===== src/rtl/polylut_result_collector.sv =====
// Credit-controlled admission and result capture for the free-running polylut pipeline:
// tracks sample validity through the fixed latency, reduces scores to argmax, buffers in a FWFT FIFO.
module polylut_result_collector #(
    parameter int IN_WIDTH     = 48,
    parameter int NUM_CLASSES  = 5,
    parameter int SCORE_WIDTH  = 3,
    parameter int PIPE_LATENCY = 6,
    parameter int FIFO_DEPTH   = 8,
    parameter bit SCORE_SIGNED = 1'b1,
    localparam int CLS_W = (NUM_CLASSES > 1) ? $clog2(NUM_CLASSES) : 1
) (
    input  logic                               clk,
    input  logic                               rst,
    input  logic                               in_valid,
    output logic                               in_ready,
    input  logic [IN_WIDTH-1:0]                in_data,
    output logic [IN_WIDTH-1:0]                pipe_in,
    input  logic [NUM_CLASSES*SCORE_WIDTH-1:0] pipe_out,
    output logic                               out_valid,
    input  logic                               out_ready,
    output logic [CLS_W-1:0]                   out_class,
    output logic [SCORE_WIDTH-1:0]             out_score,
    output logic                               busy,
    output logic                               err_overflow
);

    localparam int PTR_W = (FIFO_DEPTH > 1) ? $clog2(FIFO_DEPTH) : 1;
    localparam int CNT_W = $clog2(FIFO_DEPTH + 1);
    localparam int ENT_W = CLS_W + SCORE_WIDTH;

    logic [CNT_W-1:0]        credits;
    logic [PIPE_LATENCY-1:0] valid_sr;
    logic                    fire;
    logic                    pop;
    logic                    pipe_valid;
    logic [PTR_W-1:0]        wr_ptr;
    logic [PTR_W-1:0]        rd_ptr;
    logic [CNT_W-1:0]        fifo_count;
    logic                    fifo_full;
    logic                    fifo_empty;
    logic                    fifo_wr;
    logic [ENT_W-1:0]        mem [FIFO_DEPTH];
    logic [ENT_W-1:0]        head_ent;
    logic [CLS_W-1:0]        win_cls;
    logic [SCORE_WIDTH-1:0]  win_score;

    function automatic logic score_gt(input logic [SCORE_WIDTH-1:0] a,
                                      input logic [SCORE_WIDTH-1:0] b);
        logic signed [SCORE_WIDTH-1:0] sa;
        logic signed [SCORE_WIDTH-1:0] sb;
        sa = a;
        sb = b;
        if (SCORE_SIGNED)
            return sa > sb;
        else
            return a > b;
    endfunction

    assign pipe_in    = in_data;
    assign in_ready   = (credits != '0) & ~rst;
    assign fire       = in_valid & in_ready;
    assign pipe_valid = valid_sr[PIPE_LATENCY-1];

    assign fifo_full  = (fifo_count == CNT_W'(FIFO_DEPTH));
    assign fifo_empty = (fifo_count == '0);
    assign out_valid  = ~fifo_empty;
    assign pop        = out_valid & out_ready;
    // A same-cycle pop frees the slot, so a write into a full FIFO is still accepted then.
    assign fifo_wr    = pipe_valid & (~fifo_full | pop);

    assign busy = (|valid_sr) | ~fifo_empty;

    // Admission credits: one per FIFO slot, returned only when a result leaves.
    always_ff @(posedge clk) begin
        if (rst)
            credits <= CNT_W'(FIFO_DEPTH);
        else if (fire & ~pop)
            credits <= credits - CNT_W'(1);
        else if (pop & ~fire)
            credits <= credits + CNT_W'(1);
    end

    // Validity shadow of the pipeline stages
    always_ff @(posedge clk) begin
        if (rst) begin
            valid_sr <= '0;
        end else begin
            valid_sr[0] <= fire;
            for (int i = 1; i < PIPE_LATENCY; i++)
                valid_sr[i] <= valid_sr[i-1];
        end
    end

    // Argmax over the pipeline output; strict compare keeps the lowest index on ties.
    always_comb begin
        win_cls   = '0;
        win_score = pipe_out[0 +: SCORE_WIDTH];
        for (int k = 1; k < NUM_CLASSES; k++) begin
            if (score_gt(pipe_out[k*SCORE_WIDTH +: SCORE_WIDTH], win_score)) begin
                win_cls   = CLS_W'(k);
                win_score = pipe_out[k*SCORE_WIDTH +: SCORE_WIDTH];
            end
        end
    end

    // Result FIFO control
    always_ff @(posedge clk) begin
        if (rst) begin
            wr_ptr       <= '0;
            rd_ptr       <= '0;
            fifo_count   <= '0;
            err_overflow <= 1'b0;
        end else begin
            if (fifo_wr)
                wr_ptr <= wr_ptr + PTR_W'(1);
            if (pop)
                rd_ptr <= rd_ptr + PTR_W'(1);
            if (fifo_wr & ~pop)
                fifo_count <= fifo_count + CNT_W'(1);
            else if (pop & ~fifo_wr)
                fifo_count <= fifo_count - CNT_W'(1);
            if (pipe_valid & fifo_full & ~pop)
                err_overflow <= 1'b1;
        end
    end

    always_ff @(posedge clk) begin
        if (fifo_wr)
            mem[wr_ptr] <= {win_cls, win_score};
    end

    assign head_ent  = mem[rd_ptr];
    assign out_class = out_valid ? head_ent[ENT_W-1 -: CLS_W] : '0;
    assign out_score = out_valid ? head_ent[SCORE_WIDTH-1:0] : '0;

endmodule

===== config.mk =====
export PLATFORM = sky130hd
export DESIGN_NAME = polylut_result_collector
export DESIGN_NICKNAME = d
export VERILOG_FILES = /design/src/rtl/polylut_result_collector.sv
export SDC_FILE = /design/constraint.sdc
export NUM_CORES = 1
export LEC_CHECK = 0
export BUFFER_PORTS_ARGS = -buffer_cell sky130_fd_sc_hd__clkbuf_2
export CAP_MARGIN = 20
export CORE_ASPECT_RATIO = 0.9
export CORE_UTILIZATION = 45
export CTS_CLUSTER_DIAMETER = 40
export DETAILED_ROUTE_END_ITERATION = 12
export GPL_ROUTABILITY_DRIVEN = 0
export MAX_ROUTING_LAYER = met4
export PLACE_DENSITY = 0.79
export SLEW_MARGIN = 20
export SYNTH_ARGS = -nofsm -noshare
export SYNTH_HDL_FRONTEND = slang
export SYNTH_SLANG_ARGS = --single-unit

===== constraint.sdc =====
create_clock -name clk -period 6.5 [get_ports clk]
set_input_delay 0 -clock clk [delete_from_list [all_inputs] [get_ports clk]]
set_output_delay 0 -clock clk [all_outputs]
set_load 0.05 [all_outputs]

* Word level (Yosys, flattened, before mapping)
Memory sizes are Yosys's and may differ from the RTL's. A register that Yosys moved wholly into a read port is not among the register bits. Index checks and enable logic that the tools add are counted.
Word-level totals: flip-flop bits (word level) 21, RAM bits 48, bits of input ports 67, output and inout bits 58, word-level logic and storage cells 59, memories kept 1
Memories:
- mem | words 8, bits a word 6, rd ports 1, clocked after Yosys merged registers in 1, write ports 1, line 42 | logic [ENT_W-1:0] mem [FIFO_DEPTH];
Cells by class: add/subtract/negate cells 6, $lt $le $gt $ge 4, equality and inequality tests 1, mux-type cells 18, bitwise operators 18, reduce and logical (&&, ||, !) cells 5
Operators with widths (number):
- 3-bit 2-to-1 mux | 11
- 4-bit 2-to-1 mux | 4
- 3-bit greater-than comparator | 4
- 1-bit bitwise AND | 10
- 4-bit by 1-bit adder with 4-bit output (second input constant) | 2
- 4-bit by 1-bit subtractor with 4-bit output (second input constant) | 2
- 3-bit by 1-bit adder with 3-bit output (second input constant) | 2
- 1-bit NOT | 6
- 6-bit OR reduction | 1
- 4-bit equality test (second input constant) | 1
- 4-bit logical NOT | 1
- 2-bit nonzero test | 2
- 4-bit nonzero test | 1
- 1-bit 2-to-1 mux | 3
- 1-bit OR | 2

* Longest topological paths before layout
depth after elaboration 9, gate-level depth with buffers 25, gate-level depth less buffers 24

* Worst setup path before layout
Ideal clock, no wire load.
kind input -> register, start input port pipe_out[1], end memory mem[0][2] in the netlist's numbering, data pin, setup time 0.230 ns, data arrival time 4.814 ns, required time 6.270 ns, setup slack 1.456 ns, stages 23, path buffers 0, path through inv_1 -> ha_1 -> and2_1 -> a21o_1 -> mux2i_1 -> mux2_2 -> ha_1 -> nor3b_1 -> a21oi_1 -> o221a_2 -> mux2i_1 -> mux2_4 -> ha_1 -> nor2_1 -> o21ai_0 -> a31oi_2 -> nor4_2 -> mux2_4 -> ha_1 -> nand2_1 -> o311ai_0 -> o21ai_1 -> mux2i_1
On the way: cells in the longest elaborated chain, start to end 8
RTL lines:
- from (decl) | line 18 | input logic [NUM_CLASSES*SCORE_WIDTH-1:0] pipe_out,
- 3-bit greater-than comparator | line 54 | return sa > sb;
- 3-bit 2-to-1 mux * | line 99 | if (score_gt(pipe_out[k*SCORE_WIDTH +: SCORE_WIDTH], win_score)) begin
- 3-bit greater-than comparator | line 54
- 3-bit 2-to-1 mux * | line 99
- 3-bit greater-than comparator | line 54
- 3-bit 2-to-1 mux * | line 99
- 3-bit greater-than comparator | line 54
- 3-bit 2-to-1 mux * | line 99
- via win_score[2] | line 45 | logic [SCORE_WIDTH-1:0] win_score;
- to (decl) | line 42
The timed path passes the listed nets; every way through them passes the cells marked *.

* Worst setup path after layout
start input port pipe_out[1], end memory mem[4][2] in the netlist's numbering, data pin
Same word-level chain as after synthesis.

==> impl_metrics.py <==
metrics = {
    "floorplan": {
        "ios": 125,
        "die-area_sq_um": 9110,
        "die_y_um": 90.7,
        "rows": 31,
        "core_sq_um": 8260,
        "die_w_um": 101,
        "start_util_pct": 47.6,
    },
    "logic_synthesis": {
        "synth-seq-cells": 72,
        "avgSynthCellArea_sq_um": 11.7,
        "synth_top_area_share_pct": 36.7,
        "synth.cell_area_sq_um": 3930,
        "synth_edf_count": 48,
        "yosysTopAreaCell": "edfxtp_1",
        "yosys_warnings": 0,
        "yosysSeqAreaShare_pct": 48.9,
        "syn_inst": 337,
        "syn-num-nets": 424,
        "async_reset_ff_share_pct": 0,
        "ys_types": 46,
        "synth_ff_type": "edfxtp_1",
        "yosys-top-cells-area": "edfxtp_1 37%, dfxtp_1 12%, buf_4 9.6%",
    },
    "global_route": {
        "antenna_found_initial": 0,
        "grt_pass1_vias": 2355,
        "track_usage_pct": 16.1,
        "grt_max_degree": 23,
        "overflow": 0,
        "grt_pass1_wl_um": 10900,
    },
    "clock_tree": {
        "cts_tree": "done",
        "clk_latency_ns": 0.35,
        "cts_setup_buffers": 0,
        "numCtsBuffers": 9,
        "clockRootBuffer": "clkbuf_8",
        "ctsHtreeMaxLevel": 3,
        "cts_buffer_depth": 2,
        "clock_sinks": 72,
        "cts.clk_slew.worst_paths_ns": 0.07,
    },
    "timing": {
        "max_slew_margin_pct": 35.3,
        "fin_crit_ns": 5.50,
        "max_freq_mhz": 182,
        "period_share_pct": 84.6,
        "hold_viol": 0,
        "tightest_slew_ns": 0.963,
        "finalSetupTns_ns": 0,
        "fin_skew_ns": 0.00736,
        "grt_setup_unrepaired": "false",
        "slew_violations": 0,
        "fin_ws_ns": 1.00,
        "setup_viol": 0,
    },
    "setup_path": {
        "endpoint_kind": "flip-flop",
        "start_kind": "input port",
        "critical_path.max_fanout": 14,
        "crit_type": "input port to flip-flop",
        "critPathArrivalTime_ns": 5.57,
        "crit_required_ns": 6.57,
    },
    "job": {
        "drv_cap": 0,
    },
    "route": {
        "first_iter_violations": 132,
        "dr.pass1.iters": 4,
        "drt-total-wl_um": 6570,
        "detail-route-antenna-nets": 0,
        "viasPerCell": 5.37,
        "routedWlPerCell_um": 14.9,
        "num_vias": 2369,
        "post-route-drc-count": 0,
    },
    "place": {
        "dp.cells": 423,
        "port_buffers": 28,
        "pre_cts_ws_ns": 0.623,
        "hpwl_um": 4810,
    },
    "finish": {
        "diodes": 0,
        "final_core_util_pct": 48.3,
        "fin_nets": 408,
        "instances_no_fill": 441,
        "synthToLayoutAreaGrowth_pct": 1.62,
        "drive_above_1_share_pct": 20.6,
        "fill_cells": 724,
    },
    "outcome": {
        "status": "finished, final reports clean",
    },
    "power_and_ir_drop": {
        "p_per_area_nw_per_um2": 371,
        "ir_drop_uv": 121,
        "leakage_uw": 0.00150,
    },
    "hold_path": {
        "min-delay-path-class": "input port to primary output",
    },
}
power by group:
| part | total [uW] | leakage (uW) | internal (uW) | switching [uW] |
|---|---|---|---|---|
| sequential | 603 | 0.000628 | 560 | 43.3 |
| combinational | 584 | 0.000799 | 202 | 381 |
| clock | 294 | 0.0000773 | 136 | 159 |
| total | 1480 | 0.00150 | 898 | 583 |
routing by layer:
metal  vias up  part of all wire (%)  track usage [%]
met5         -                     0                -
met4         0                   4.9             11.6
met3        48                   6.1             3.25
met2        85                    45             24.1
met1      1119                    44             19.4
li1       1117                     -                -
final cells by class:
class                           instances  area (sq um)  share of cell area [%]
Sequential cell                        72          1920                    48.1
Multi-Input combinational cell        188          1530                    38.3
Timing Repair Buffer                   30           160                    4.01
Tap cell                              115           144                    3.60
Clock buffer                           10           128                    3.20
Inverter                               20          75.1                    1.88
Clock inverter                          6          36.3                   0.909
sequential cells by signal (all words and copies together) (netlist names), named ones only:
register	flops
fifo_count	4
wr_ptr	3
valid_sr	6
rd_ptr	3
err_overflow	1
credits	4
mem	48
critical path, stage by stage:
cell      delay [ns]
clkbuf_2        0.12
inv_1           0.05
ha_1            0.30
and2_1          0.18
a21o_1          0.18
mux2i_1         0.22
mux2_2          0.38
ha_1            0.22
nor3b_1         0.22
a21oi_1         0.07
o221a_2         0.26
mux2i_1         0.23
mux2_4          0.34
ha_1            0.29
nor2_1          0.05
o21ai_0         0.09
a31oi_2         0.12
nor4_2          0.41
mux2_4          0.35
ha_1            0.27
nand2_1         0.05
o311ai_0        0.12
o21ai_1         0.50
mux2i_1         0.56
cell usage after synthesis, drive strengths merged (2+ instances only):
cell type	number
buf	51
mux2i	14
edfxtp	48
clkbuf	6
dfxtp	24
xor2	8
nand3	5
nand3b	3
nand2	15
a21oi	17
and2	3
nor2b	7
fa	2
mux4	12
nor3	4
a31oi	3
a21o	3
nor4	5
xnor2	4
nand2b	7
nor2	33
inv	20
mux2	4
o21ai	8
ha	18
through the flow:
step / hold slack (ns) / total power (uW) / area, sq um
after global placement: 0.000341 / 1180 / 3810
after global routing: 0.0000794 / 1580 / 3990
final: 0.0000193 / 1480 / 3990
after detailed placement: 0.000341 / 1200 / 3810
after CTS: 0.000341 / 1490 / 3990
after floorplan: 0.104 / 1150 / 3930
repair_timing:
item,4_1_cts,5_1_grt
endpoints found under the hold margin,3,0
setup endpoints to repair,0,0
hold buffers,2,0
resized for setup,0,0
cell usage in the layout (no fill, tap or decap), drive strengths merged, types with 5 or more instances in the layout:
cell type / synthesis / final
ha: 18 / 18
dfxtp: 24 / 24
nor2b: 7 / 7
mux2i: 14 / 14
nand2b: 7 / 7
nor2: 33 / 33
a21oi: 17 / 17
clkbuf: 6 / 38
nand2: 15 / 15
nor4: 5 / 5
nand3: 5 / 5
inv: 20 / 20
xor2: 8 / 8
edfxtp: 48 / 48
mux4: 12 / 12
o21ai: 8 / 8
kinds of logic (layout without fill, tap and decap cells):
family	count (synthesis)	in the layout	share of synthesized area, %
compound gates	39	39	6.49
xor+xnor	12	12	2.67
fa+ha+maj	20	20	6.75
buf+inv	77	66	12.2
flops	72	72	48.9
mux	30	30	11.9
simple gates	87	87	11.1
worst paths after layout:
path / slack (ns) / start / cells after the start / endpoint
hold / removal: 0.00002 / in_data[6] / 0 / pipe_in[6]
hold reg to reg: 0.47 / valid_sr[4] / 1 / valid_sr[5]
setup / recovery: 1.00 / pipe_out[1] / 24 / mem[4][2]
setup reg to reg: 3.35 / fifo_count[0] / 10 / credits[3]
Power figures use the tool's default switching activity.
